[config.mk]
export PLATFORM = sky130hd
export DESIGN_NAME = tx_buffer
export DESIGN_NICKNAME = d
export VERILOG_FILES = /design/src/rtl/uart_pkg.sv /design/src/rtl/tx_fifo_core.sv /design/src/rtl/tx_buffer.sv
export SDC_FILE = /design/constraint.sdc
export NUM_CORES = 1
export LEC_CHECK = 0
export BUFFER_PORTS_ARGS = -buffer_cell sky130_fd_sc_hd__buf_4
export CAP_MARGIN = 10
export CORE_MARGIN = 3
export CORE_UTILIZATION = 50
export CTS_BUF_LIST = sky130_fd_sc_hd__clkbuf_4 sky130_fd_sc_hd__clkbuf_8
export DETAILED_ROUTE_END_ITERATION = 10
export PLACE_DENSITY = 0.73
export SETUP_SLACK_MARGIN = 0.4
export SYNTH_ARGS = -nofsm -noshare
export SYNTH_HDL_FRONTEND = slang
export SYNTH_SLANG_ARGS = --single-unit
[constraint.sdc]
create_clock -name Clk -period 2 [get_ports Clk]
set_input_delay 0.4 -clock Clk [delete_from_list [all_inputs] [get_ports Clk]]
set_output_delay 0.4 -clock Clk [all_outputs]
set_load 0.005 [all_outputs]
[src/rtl/uart_pkg.sv]
// Shared UART definitions: default data/FIFO sizes and transmit FSM encoding.
package uart_pkg;

    localparam int UART_WIDTH = 8;
    localparam int UART_DEPTH = 4;

    // Transmit-side handshake states.
    typedef enum logic [1:0] {
        TX_IDLE      = 2'd0,
        TX_LOAD      = 2'd1,
        TX_WAIT_BUSY = 2'd2,
        TX_WAIT_IDLE = 2'd3
    } tx_state_e;

endpackage

[src/rtl/tx_fifo_core.sv]
// Circular byte FIFO with registered occupancy flags and a sticky overflow bit.
// DEPTH must be a power of two (>= 2) so pointers wrap by natural overflow.
module tx_fifo_core
    import uart_pkg::*;
#(
    parameter int WIDTH = UART_WIDTH,
    parameter int DEPTH = UART_DEPTH
) (
    input  logic                     clk_i,
    input  logic                     rst_i,
    input  logic                     wr_i,
    input  logic [WIDTH-1:0]         wdata_i,
    input  logic                     pop_i,
    output logic [WIDTH-1:0]         rdata_o,
    output logic [$clog2(DEPTH):0]   count_o,
    output logic                     full_o,
    output logic                     empty_o,
    output logic                     ovf_o
);

    localparam int AW = $clog2(DEPTH);
    localparam logic [AW:0] FULL_CNT = (AW + 1)'(DEPTH);

    logic [WIDTH-1:0] mem_q [DEPTH];
    logic [AW-1:0]    wptr_q, wptr_d;
    logic [AW-1:0]    rptr_q, rptr_d;
    logic [AW:0]      count_q, count_d;
    logic             full_q, empty_q, ovf_q;
    logic             wr_ok;

    // A write is accepted only when not already full; a pop in the same
    // cycle does not make room for it.
    assign wr_ok = wr_i && !full_q;

    // Next-state pointers and occupancy.
    always_comb begin
        wptr_d  = wptr_q;
        rptr_d  = rptr_q;
        count_d = count_q;
        if (wr_ok) begin
            wptr_d = wptr_q + 1'b1;
        end
        if (pop_i) begin
            rptr_d = rptr_q + 1'b1;
        end
        case ({wr_ok, pop_i})
            2'b10:   count_d = count_q + 1'b1;
            2'b01:   count_d = count_q - 1'b1;
            default: count_d = count_q;
        endcase
    end

    // Pointer, count, flag and overflow registers.
    always_ff @(posedge clk_i) begin
        if (rst_i) begin
            wptr_q  <= '0;
            rptr_q  <= '0;
            count_q <= '0;
            full_q  <= 1'b0;
            empty_q <= 1'b1;
            ovf_q   <= 1'b0;
        end else begin
            wptr_q  <= wptr_d;
            rptr_q  <= rptr_d;
            count_q <= count_d;
            full_q  <= (count_d == FULL_CNT);
            empty_q <= (count_d == '0);
            if (wr_i && full_q) begin
                ovf_q <= 1'b1;
            end
        end
    end

    // Storage array.
    // NOTE: memory has no reset; the pointers define which entries are valid,
    // and leaving the array unreset lets it map onto plain RAM.
    always_ff @(posedge clk_i) begin
        if (!rst_i && wr_ok) begin
            mem_q[wptr_q] <= wdata_i;
        end
    end

    assign rdata_o = mem_q[rptr_q];
    assign count_o = count_q;
    assign full_o  = full_q;
    assign empty_o = empty_q;
    assign ovf_o   = ovf_q;

endmodule

[src/rtl/tx_buffer.sv]
// Transmit buffer: host-side FIFO feeding a UART shifter through a LOAD
// pulse handshake. A new byte is only offered after TXRDY has gone low
// (shifter busy) and high again (shifter idle) since the previous LOAD.
module tx_buffer
    import uart_pkg::*;
#(
    parameter int WIDTH = UART_WIDTH,
    parameter int DEPTH = UART_DEPTH
) (
    input  logic                   Clk,
    input  logic                   Rst,
    input  logic                   WR,
    input  logic [WIDTH-1:0]       dataIn,
    input  logic                   TXRDY,
    output logic                   LOAD,
    output logic [WIDTH-1:0]       dataOut,
    output logic                   FULL,
    output logic                   EMPTY,
    output logic [$clog2(DEPTH):0] COUNT,
    output logic                   OVF
);

    tx_state_e        state_q;
    logic             load_q;
    logic [WIDTH-1:0] data_q;
    logic [WIDTH-1:0] fifo_head;
    logic             fifo_empty;
    logic             pop;

    // The byte leaves the FIFO on the edge that ends the LOAD cycle.
    assign pop = (state_q == TX_LOAD);

    tx_fifo_core #(
        .WIDTH (WIDTH),
        .DEPTH (DEPTH)
    ) u_fifo (
        .clk_i   (Clk),
        .rst_i   (Rst),
        .wr_i    (WR),
        .wdata_i (dataIn),
        .pop_i   (pop),
        .rdata_o (fifo_head),
        .count_o (COUNT),
        .full_o  (FULL),
        .empty_o (fifo_empty),
        .ovf_o   (OVF)
    );

    // Handshake FSM with registered LOAD pulse and output byte.
    // NOTE: state and outputs share one clocked block and use non-blocking
    // assignments so every register updates from pre-edge values.
    always_ff @(posedge Clk) begin
        if (Rst) begin
            state_q <= TX_IDLE;
            load_q  <= 1'b0;
            data_q  <= '0;
        end else begin
            case (state_q)
                TX_IDLE: begin
                    if (TXRDY && !fifo_empty) begin
                        state_q <= TX_LOAD;
                        load_q  <= 1'b1;
                        data_q  <= fifo_head;
                    end
                end
                TX_LOAD: begin
                    state_q <= TX_WAIT_BUSY;
                    load_q  <= 1'b0;
                end
                TX_WAIT_BUSY: begin
                    if (!TXRDY) begin
                        state_q <= TX_WAIT_IDLE;
                    end
                end
                TX_WAIT_IDLE: begin
                    if (TXRDY) begin
                        state_q <= TX_IDLE;
                    end
                end
                default: begin
                    state_q <= TX_IDLE;
                    load_q  <= 1'b0;
                end
            endcase
        end
    end

    assign LOAD    = load_q;
    assign dataOut = data_q;
    assign EMPTY   = fifo_empty;

endmodule
Word-level counts from Yosys, hierarchy flattened:

Memory sizes are Yosys's and may differ from the RTL's. A register that Yosys moved wholly into a read port is not among the register bits.
Cells that the tools add are included.

* output and inout port bits: 15
* bits in writable memories: 32
* memories kept: 1
* word-level logic and storage cells: 44
* register bits after elaboration: 13
* bits of input ports: 12

Memories
* u_fifo.mem_q: words 4, width 8, read ports 1, clocked after memory_dff 1, wr ports 1, RTL line tx_fifo_core.sv:24 `logic [WIDTH-1:0] mem_q [DEPTH];`

* reduce and logical (&&, ||, !) cells: 13
* muxes and demuxes: 9
* $add $sub $neg: 4
* equal/unequal tests: 9

Operators with widths (count)
* 2-bit case mux with 4 select lines: 1
* 2-bit == test (second input constant): 3
* 2-bit 2-to-1 mux: 3
* 2-bit inequality test (second input constant): 3
* 3-bit case mux with 2 select lines: 1
* 2-bit by 1-bit adder with 2-bit output (second input constant): 2
* 2-bit by 1-bit == test with 1-bit output (second input constant): 2
* 1-bit logical AND: 4
* 2-bit AND reduction: 2
* 3-bit by 1-bit adder with 3-bit output (second input constant): 1
* 3-bit == test (second input constant): 1
* 1-bit logical NOT: 3
* 3-bit logical NOT: 1
* 1-bit 2-to-1 mux: 3
* 3-bit AND reduction: 1
* 3-bit by 1-bit subtractor with 3-bit output (second input constant): 1
* 2-bit logical NOT: 1
* 1-bit case mux with 2 select lines: 1
* 2-bit nonzero test: 1

Depth between registers and ports, before layout:

Gate-level depths: netlist (run 1).

* word-level depth: 5
* gate-level depth with buffers: 8
* depth with buffers taken out: 8

Cells and area by module:

Synthesis (run 1) repeated with hierarchy kept, for this count alone.

* cells, all modules: 149
* area, all modules: 2203.4 µm²

By module, submodules not included
* tx_fifo_core: times used 1, area each 1700.4 µm², sequential area each 1201.2 µm², cells each 100
* tx_buffer: times used 1, area each 503.0 µm², sequential area each 220.2 µm², cells each 49

Worst setup path before layout (run 1):

No wires, ideal clock.

* kind: input port to flip-flop
* start: input WR
* end: register u_fifo.empty_q, in the netlist u_fifo.empty_o
* stages: 8
* arrival: 1.824 ns
* slack: 0.062 ns
* data required time: 1.886 ns
* setup time: 0.114 ns
* path through: nor2b_1 -> inv_1 -> ha_1 -> fa_1 -> xnor2_1 -> nor2_1 -> xnor2_1 -> a21o_1

* cells in the longest elaborated chain, start to end: 4

Ends and longest elaborated chain
* start, declared: RTL line tx_buffer.sv:12 `input logic WR,`
* 1-bit logical AND (*): RTL line tx_fifo_core.sv:33 `assign wr_ok = wr_i && !full_q;`
* 2-bit by 1-bit == test with 1-bit output / 2-bit == test (equally long branches): RTL line tx_fifo_core.sv:46 `case ({wr_ok, pop_i})`
* 3-bit case mux with 2 select lines (*): RTL line tx_fifo_core.sv:46
* 3-bit logical NOT (*): RTL line tx_fifo_core.sv:67 `empty_q <= (count_d == '0);`
* end signal, assigned: RTL line tx_fifo_core.sv:67
* end, declared: RTL line tx_fifo_core.sv:28 `logic full_q, empty_q, ovf_q;`

Mark *: on every way between the ends. The rest lies on a longest branch, timed or not.
A chain may end at the register's enable or synchronous reset.

Worst setup path after layout (run 1):

* start: register state_q[1]
* end: register u_fifo.empty_q, in the netlist u_fifo.empty_o

* cells in the longest elaborated chain, start to end: 4

Ends and longest elaborated chain
* start, declared: RTL line tx_buffer.sv:23 `tx_state_e state_q;`
* start signal, assigned: RTL line tx_buffer.sv:54 `state_q <= TX_IDLE;`
* start signal, assigned: RTL line tx_buffer.sv:61 `state_q <= TX_LOAD;`
* start signal, assigned: RTL line tx_buffer.sv:67 `state_q <= TX_WAIT_BUSY;`
* 2-bit by 1-bit == test with 1-bit output (*): RTL line tx_buffer.sv:31 `assign pop = (state_q == TX_LOAD);`
* 2-bit by 1-bit == test with 1-bit output / 2-bit == test (equally long branches): RTL line tx_fifo_core.sv:46
* 3-bit case mux with 2 select lines (*): RTL line tx_fifo_core.sv:46
* 3-bit logical NOT (*): RTL line tx_fifo_core.sv:67

Marks and branches as above.

==> results of run 1 <==
-- metal layers --
layer  share of wire  track usage  up-vias
li1                -            -      606
met1            0.40        0.176      609
met2            0.55        0.283       22
met3           0.037       0.0497        7
met4           0.017       0.0501        0
met5               0            0        -
-- stage by stage --
stage | power (mW) | instances | setup WS [ns] | hold WS [ns] | utilization
finish | 3.19 | 238 | 0.286 | 0.292 | 0.643
global route | 3.40 | 238 | 0.230 | 0.269 | 0.643
CTS | 3.15 | 236 | 0.310 | 0.282 | 0.634
detailed placement | 2.38 | 223 | 0.103 | 0.452 | 0.593
global placement | 2.33 | 223 | 0.154 | 0.442 | 0.593
floorplan | 2.09 | 149 | 0.262 | 0.453 | -
-- where the power goes --
group | leakage [nW] | internal (mW) | switching [mW]
clock | 0.0543 | 0.374 | 0.341
combinational | 0.451 | 0.586 | 0.453
sequential | 0.464 | 1.31 | 0.130
-- critical path: cells and delay by family, from the launching register on --
family | cells | cell delay (ns)
xor gates and xnor gates | 2 | 0.23
buffers and inverters | 1 | 0.05
DFF | 1 | 0.34
adders and majority gates | 3 | 0.65
AOI/OAI and AO/OA | 1 | 0.18
and+or+nand+nor | 1 | 0.16
-- cells by family (layout without fill, tap and decap cells) --
group	count (synthesis)	in the layout	synth area share
xor gates and xnor gates	6	6	0.0248
adders and majority gates	10	10	0.0627
buffers and inverters	10	49	0.0219
DFF	53	53	0.653
and+or+nand+nor	41	41	0.0911
muxes	10	10	0.0946
AOI/OAI and AO/OA	19	19	0.0520
-- area by class of cell --
type / instances / area (um2) / area share
Tap cell: 50 / 62.6 / 0.0241
Clock buffer: 5 / 68.8 / 0.0266
Multi-Input combinational cell: 86 / 731 / 0.282
Inverter: 6 / 22.5 / 0.00869
Sequential cell: 53 / 1390 / 0.535
Clock inverter: 3 / 46.3 / 0.0179
Timing Repair Buffer: 35 / 275 / 0.106
-- placed cells by master, fill, tap and decap left out, drive strengths merged, types with 2 or more instances in the layout --
cell	count
edfxtp	32
nor2	12
mux4	8
nor3b	2
dfxtp	21
a21o	2
and2	4
ha	9
a211oi	2
a21oi	13
mux2i	2
inv	6
buf	35
clkbuf	5
xnor2	4
nand2	19
xor2	2
-- state kept, by name (all words and copies together), names as in the netlist --
name,count
LOAD,1
dataOut,8
state_q,2
u_fifo.count_o,3
u_fifo.empty_o,1
u_fifo.full_o,1
u_fifo.mem_q,32
u_fifo.ovf_o,1
u_fifo.rptr_q,2
u_fifo.wptr_q,2
-- path summary, 6_finish.rpt --
kind	slack, ns	from	to	cells after the start
worst max-delay path	0.29	state_q[1]	u_fifo.empty_o	8
worst min-delay path	0.29	dataIn[5]	u_fifo.mem_q[2][5]	1
worst max register to register	0.29	state_q[1]	u_fifo.empty_o	8
worst min register to register	0.46	dataOut[2]	dataOut[2]	2
-- repair_timing --
item,in CTS,in global routing
pin swaps,2,1
setup endpoints to repair,3,14
buffers inserted,5,2
gates resized for setup,3,2
==> run summary, run 1 <==
router iterations before antenna repair - 4
initial antenna violation count - 0
Post-synth EDFFs - 32
FP Rows - 23
Syn-to-layout area delta - 22.5%
period utilization - 0.857
MaxCap Viol Count - 0
Clock Sinks - 53
fillcell total - 305
Setup crit start kind - flop
drt wl/cell - 15.2 um
cell area after synthesis - 2120 um2
Clock Latency Late Sink - 0.30 ns
final RePlAce weighted congestion - 0.758
Gate Count Post-Synth - 149
share of the synthesized area in the top cell type - 0.454
area leader, netlist - edfxtp_1
DRC - 0
Pins Over Slew Limit - 0
CTS max path bufs - 2
Max Clock Skew - 0.00624 ns
vias - 1244
synth warn - 0
worst path arrival time - 1.91 ns
clk slew on worst S/H paths - 0.09 ns
Die ar. - 5050 um2
run status - finished clean
htree depth - 2
Die X-Extent - 71.1 um
sequential share of the synthesized area - 0.653
total track usage - 0.157
io pins - 27
LEAKAGE - 0.969 nW
synthesized net count - 171
largest cells by area after synthesis - edfxtp_1, dfxtp_1, mux4_2, ha_1, nand2_1
Seq cells post-synth - 53
vias in the first global route - 1277
final hold viol count - 0
final instance area - 2590 um2
Hold Path Class - input pin to flop
Detailed Place HPWL - 2420 um
final setup fails - 0
CTS buffer count - 5
VDD IR max - 0.000620 V
Critical Path Max Stage Delay - 0.34 ns
Worst Tran Pin Value - 0.448 ns
setup_tns - 0 ns
Routed Wire Length - 3620 um
core area - 4030 um2
Final min period - 1.71 ns
predominant post-synthesis flop cell - edfxtp_1
post-synthesis cell type count - 27
fraction of layout cells with a size suffix above 1 - 0.335
Synth async-reset ratio - 0
crit-path cells - inv_2 > ha_4 > ha_4 > fa_2 > xnor2_1 > nor2_1 > xnor2_2 > a21o_1
dpl cell area - 2390 um2
maximum fanout along the worst path - 3
Achievable Freq - 583 MHz
vias per cell - 5.23
# diodes - 0
first-pass GRT wire length - 5950 um
slowest stage cell, crit path - dfxtp_2
synth cell count leaders - edfxtp_1, dfxtp_1, nand2_1, a21oi_1, nor2_1
Crit Path Category - flop to flop
P per Cell Area - 1230 nW/um2
Starting Density - 0.525
RSZ-0062 raised after global routing - yes
Die H - 71.1 um
CTS tree - built
GR Overflow Total - 0
Final nets - 209
mean post-synth cell area - 14.2 um2
Hold-fix buffers, CTS - 0
Port Buffers - 26
largest net degree at the start of global routing - 23
1st-iter DRT viols - 42
cell with the most instances after synthesis - edfxtp_1
Crit path required time - 2.20 ns
CP Capture Type - flop
ANT nets after route - 0
cell mode on critical path - ha_4
CTS root buf - clkbuf_8
Max-slew headroom - 0.702
Note: power is estimated with default switching activity, not from simulation.
==> inputs of run 2 (changes only) <==
--- a/config.mk
+++ b/config.mk
@@ -8,10 +8,9 @@
 export BUFFER_PORTS_ARGS = -buffer_cell sky130_fd_sc_hd__buf_4
 export CAP_MARGIN = 10
 export CORE_MARGIN = 3
-export CORE_UTILIZATION = 50
+export CORE_UTILIZATION = 43
 export CTS_BUF_LIST = sky130_fd_sc_hd__clkbuf_4 sky130_fd_sc_hd__clkbuf_8
 export DETAILED_ROUTE_END_ITERATION = 10
-export PLACE_DENSITY = 0.73
 export SETUP_SLACK_MARGIN = 0.4
 export SYNTH_ARGS = -nofsm -noshare
 export SYNTH_HDL_FRONTEND = slang
==> run summary, run 2 (synthesized netlist as in run 1, its figures left out) <==
Max-slew headroom - 0.694
Hold Path Class - input pin to flop
Clock Latency Late Sink - 0.30 ns
Max Clock Skew - 0.0113 ns
htree depth - 2
number of cells on the worst hold path - 1
RR Endpoint - u_fifo.empty_o
DRC - 0
R2R setup slack - 0.28 ns
crit path capture - u_fifo.empty_o
Worst Setup SP - state_q[1]
Detailed Place HPWL - 2560 um
met3 WL - 161 um
Crit Path Category - flop to flop
vias in the first global route - 1243
final instance area - 2680 um2
router iterations before antenna repair - 4
P per Cell Area - 1220 nW/um2
first-pass GRT wire length - 6040 um
Routed Wire Length - 3810 um
Die H - 76.1 um
CTS buffer count - 5
Top Layer Used - met4
WL met1 - 1610 um
area of the multi-input gates - 741 um2
clk slew on worst S/H paths - 0.09 ns
CTS tree - built
Starting Density - 0.464
Achievable Freq - 582 MHz
final setup fails - 0
register area - 1390 um2
vias - 1271
core area - 4560 um2
Crit path required time - 2.20 ns
Syn-to-layout area delta - 26.6%
Die X-Extent - 76.1 um
most frequent cells in the layout - buf_4, edfxtp_1, nand2_1
max reg flops - 32
final RePlAce weighted congestion - 0.798
fraction of layout cells with a size suffix above 1 - 0.369
RSZ-0062 raised after global routing - yes
Final min period - 1.72 ns
fillcell total - 394
Port Buffers - 26
drt wl/cell - 14.7 um
1st-iter DRT viols - 80
run status - finished clean
Clock Sinks - 53
Pins Over Slew Limit - 0
Die ar. - 5800 um2
period utilization - 0.860
final hold viol count - 0
worst path arrival time - 1.92 ns
total track usage - 0.136
R2R depth - 7
VDD IR max - 0.000596 V
GR Overflow Total - 0
dpl cell area - 2450 um2
maximum fanout along the worst path - 2
fin util - 0.587
setup_tns - 0 ns
CTS root buf - clkbuf_8
dpl cells - 242
MaxCap Viol Count - 0
Worst Tran Pin Value - 0.458 ns
CTS max path bufs - 2
commonest non-fill, non-tap cell in the layout - buf_4
vias per cell - 4.89
Final nets - 216
initial antenna violation count - 0
FP Rows - 24
# diodes - 0
Worst R2R Start - state_q[1]
ANT nets after route - 0
WL met2 - 2010 um
fin cells - 260
LEAKAGE - 1.02 nW
Setup crit start kind - flop
register bank with the most flops - u_fifo.mem_q
largest net degree at the start of global routing - 23
CP Capture Type - flop
io pins - 27
run 2: cell types whose count changed in the layout (fill, tap and decap cells not counted):
cell	previous run	this run
clkbuf_8	5	6
clkinvlp_4	1	0
nor2_2	0	1
xnor2_1	3	2
nor2_1	12	11
clkbuf_4	0	1
clkinv_4	1	0
xnor2_2	1	2
buf_4	34	41
run 2: layout make-up:
cell class              instances  share of cell area
flip-flops and latches         53               0.517
well taps                      65              0.0304
clock buffers                   7              0.0336
inverters                       6             0.00841
clock inverters                 1              0.0112
repair buffers                 42               0.122
multi-input cells              86               0.277
run 2: routing by layer:
layer | global-route usage | vias up
met4 | 0.0471 | 0
met3 | 0.0366 | 2
met2 | 0.237 | 30
met5 | 0 | -
met1 | 0.164 | 620
li1 | - | 619
run 2: worst min-delay path by stage:
stage	from	to	slack [ns]
4_1_cts	dataIn[4]	u_fifo.mem_q[0][4]	0.29
6_report	dataIn[6]	u_fifo.mem_q[1][6]	0.30
5_1_grt	dataIn[6]	u_fifo.mem_q[1][6]	0.28
3_3_place_gp	dataOut[6]	dataOut[6]	0.44
3_5_place_dp	dataOut[2]	dataOut[2]	0.45
2_1_floorplan	dataOut[0]	dataOut[0]	0.45
run 2: critical path, stage by stage, from the launching register on:
cell	delay, ns
dfxtp_2	0.34
inv_2	0.05
ha_4	0.17
ha_4	0.16
fa_2	0.52
nor2_1	0.04
a21o_1	0.16
a21o_1	0.18
run 2: repair_timing:
action                                  in CTS  in global routing
setup buffers                                5                  5
hold buffers                                 0                  0
pin swaps                                    8                  6
hold endpoints to repair                     0                  0
endpoints found under the setup margin       3                 12
gates resized for setup                      4                  3
run 2: power by group:
| group | internal [mW] | leakage (nW) | switching, mW | total, mW |
|---|---|---|---|---|
| registers | 1.31 | 0.464 | 0.151 | 1.46 |
| logic | 0.618 | 0.490 | 0.451 | 1.07 |
| clock network | 0.422 | 0.0619 | 0.323 | 0.745 |
| total | 2.35 | 1.02 | 0.925 | 3.27 |
run 2: through the flow:
stage               hold slack, ns  power (mW)  setup WS (ns)
floorplan                    0.453        2.09          0.262
global placement             0.442        2.38          0.150
detailed placement           0.447        2.41         0.0891
CTS                          0.290        3.21          0.279
global route                 0.284        3.47          0.237
finish                       0.298        3.27          0.281
==> inputs of run 3 (changes only) <==
--- a/config.mk
+++ b/config.mk
@@ -8,9 +8,10 @@
 export BUFFER_PORTS_ARGS = -buffer_cell sky130_fd_sc_hd__buf_4
 export CAP_MARGIN = 10
 export CORE_MARGIN = 3
-export CORE_UTILIZATION = 43
+export CORE_UTILIZATION = 30
 export CTS_BUF_LIST = sky130_fd_sc_hd__clkbuf_4 sky130_fd_sc_hd__clkbuf_8
 export DETAILED_ROUTE_END_ITERATION = 10
+export PLACE_DENSITY = 0.46
 export SETUP_SLACK_MARGIN = 0.4
 export SYNTH_ARGS = -nofsm -noshare
 export SYNTH_HDL_FRONTEND = slang
==> constraint.sdc (replaced) <==
create_clock -name Clk -period 1.6 [get_ports Clk]
set_input_delay 0.32 -clock Clk [delete_from_list [all_inputs] [get_ports Clk]]
set_output_delay 0.32 -clock Clk [all_outputs]
set_load 0.005 [all_outputs]
==> run summary, run 3 (synthesized netlist as in run 1, its figures left out) <==
run status - complete, but fails checks
failing checks - setup timing
1st-iter DRT viols - 58
MaxCap Viol Count - 0
fillcell total - 640
first-pass GRT wire length - 6560 um
CTS max path bufs - 2
ANT nets after route - 0
final RePlAce weighted congestion - 0.699
htree depth - 2
initial antenna violation count - 0
VDD IR max - 0.000447 V
CP Capture Type - flop
Hold Path Class - input pin to flop
Worst Tran Pin Value - 0.458 ns
clk slew on worst S/H paths - 0.10 ns
Max-slew headroom - 0.694
Crit path required time - 1.81 ns
CTS root buf - clkbuf_8
LEAKAGE - 1.07 nW
RSZ-0062 raised after global routing - yes
GR Overflow Total - 0
io pins - 27
final instance area - 2890 um2
Achievable Freq - 593 MHz
fraction of layout cells with a size suffix above 1 - 0.493
# diodes - 0
most frequent cells in the layout - buf_4, edfxtp_1, dfxtp_1
Die X-Extent - 90.0 um
worst path arrival time - 1.90 ns
Routed Wire Length - 4040 um
Crit Path Category - flop to flop
Die H - 90.0 um
Detailed Place HPWL - 2690 um
Clock Latency Late Sink - 0.31 ns
crit-path cells - nor2b_4 > inv_2 > ha_4 > fa_2 > xnor2_1 > nor2_1 > xnor2_1 > a21o_1
vias in the first global route - 1295
Hold-fix buffers, CTS - 0
Final min period - 1.69 ns
Setup crit start kind - flop
cell mode on critical path - xnor2_1
final setup fails - 35
Die ar. - 8100 um2
maximum fanout along the worst path - 3
Syn-to-layout area delta - 36.4%
Max Clock Skew - 0.00400 ns
register bank with the most flops - u_fifo.mem_q
Port Buffers - 26
Clock Sinks - 53
period utilization - 1.05
CTS tree - built
router iterations before antenna repair - 4
Final nets - 222
P per Cell Area - 1520 nW/um2
CTS buffer count - 5
slowest stage cell, crit path - dfxtp_4
largest net degree at the start of global routing - 23
final hold viol count - 0
total track usage - 0.104
max reg flops - 32
core area - 6600 um2
commonest non-fill, non-tap cell in the layout - buf_4
drt wl/cell - 13.7 um
vias - 1266
Starting Density - 0.320
dpl cell area - 2550 um2
Total Power - 4.40 mW
DRC - 0
final setup margin - -0.0852 ns
Critical Path Max Stage Delay - 0.37 ns
FP Rows - 29
vias per cell - 4.31
Pins Over Slew Limit - 0
-- run 3: changes by cell type in the layout (fill, tap and decap cells not counted), sizes merged --
cell,previous run,this run
buf,42,48
clkbuf,7,5
inv,6,8
-- run 3: worst paths after layout --
| kind | start | end | slack (ns) | depth (start not counted) |
|---|---|---|---|---|
| hold / removal | dataIn[3] | u_fifo.mem_q[3][3] | 0.20 | 1 |
| setup / recovery | u_fifo.full_o | u_fifo.empty_o | -0.09 | 8 |
| setup reg to reg | u_fifo.full_o | u_fifo.empty_o | -0.09 | 8 |
| hold reg to reg | dataOut[2] | dataOut[2] | 0.46 | 2 |
-- run 3: metrics by stage --
stage / setup TNS [ns] / util / hold WS (ns) / setup slack, ns / instances
after floorplan: -0.142 / - / 0.419 / -0.0818 / 149
after global placement: -0.325 / 0.387 / 0.443 / -0.136 / 276
after detailed placement: -0.464 / 0.387 / 0.450 / -0.171 / 276
after CTS: -0.248 / 0.428 / 0.196 / -0.0973 / 290
after global routing: -3.09 / 0.437 / 0.195 / -0.209 / 294
final: -1.01 / 0.437 / 0.205 / -0.0852 / 294
-- run 3: cell type report --
class / count / area (um2) / share of cell area
Tap cell: 93 / 116 / 0.0403
Clock buffer: 5 / 68.8 / 0.0238
Timing Repair Buffer: 48 / 407 / 0.141
Clock inverter: 3 / 47.5 / 0.0165
Inverter: 6 / 27.5 / 0.00954
Sequential cell: 53 / 1390 / 0.482
Multi-Input combinational cell: 86 / 827 / 0.287
-- run 3: where the power goes --
part           internal [mW]  switching, mW  total (mW)
clock network          0.478          0.459       0.937
logic                  0.966          0.689        1.65
registers               1.65          0.164        1.81
-- run 3: worst max-delay path: cells and delay by family, from the launching register on --
kind	cells	cell delay, ns
adder cells (fa/ha/maj)	2	0.51
buffers and inverters	1	0.06
flip-flops	1	0.37
AND/OR/NAND/NOR	2	0.19
XOR/XNOR	2	0.29
AO/OA/AOI/OAI	1	0.18
-- run 3: what timing repair did --
item	4_1_cts	5_1_grt
cloned	0	0
setup buffers	6	4
pin swaps	11	3
endpoints found under the setup margin	50	51
gates resized for setup	32	7
-- run 3: metal layers --
metal	part of all wire	wire, um	vias to the layer above	GRT usage
met2	0.52	2080	18	0.182
li1	-	-	631	-
met3	0.031	125	6	0.0267
met1	0.44	1780	611	0.126
met4	0.014	57	0	0.0344
met5	0	0	-	0
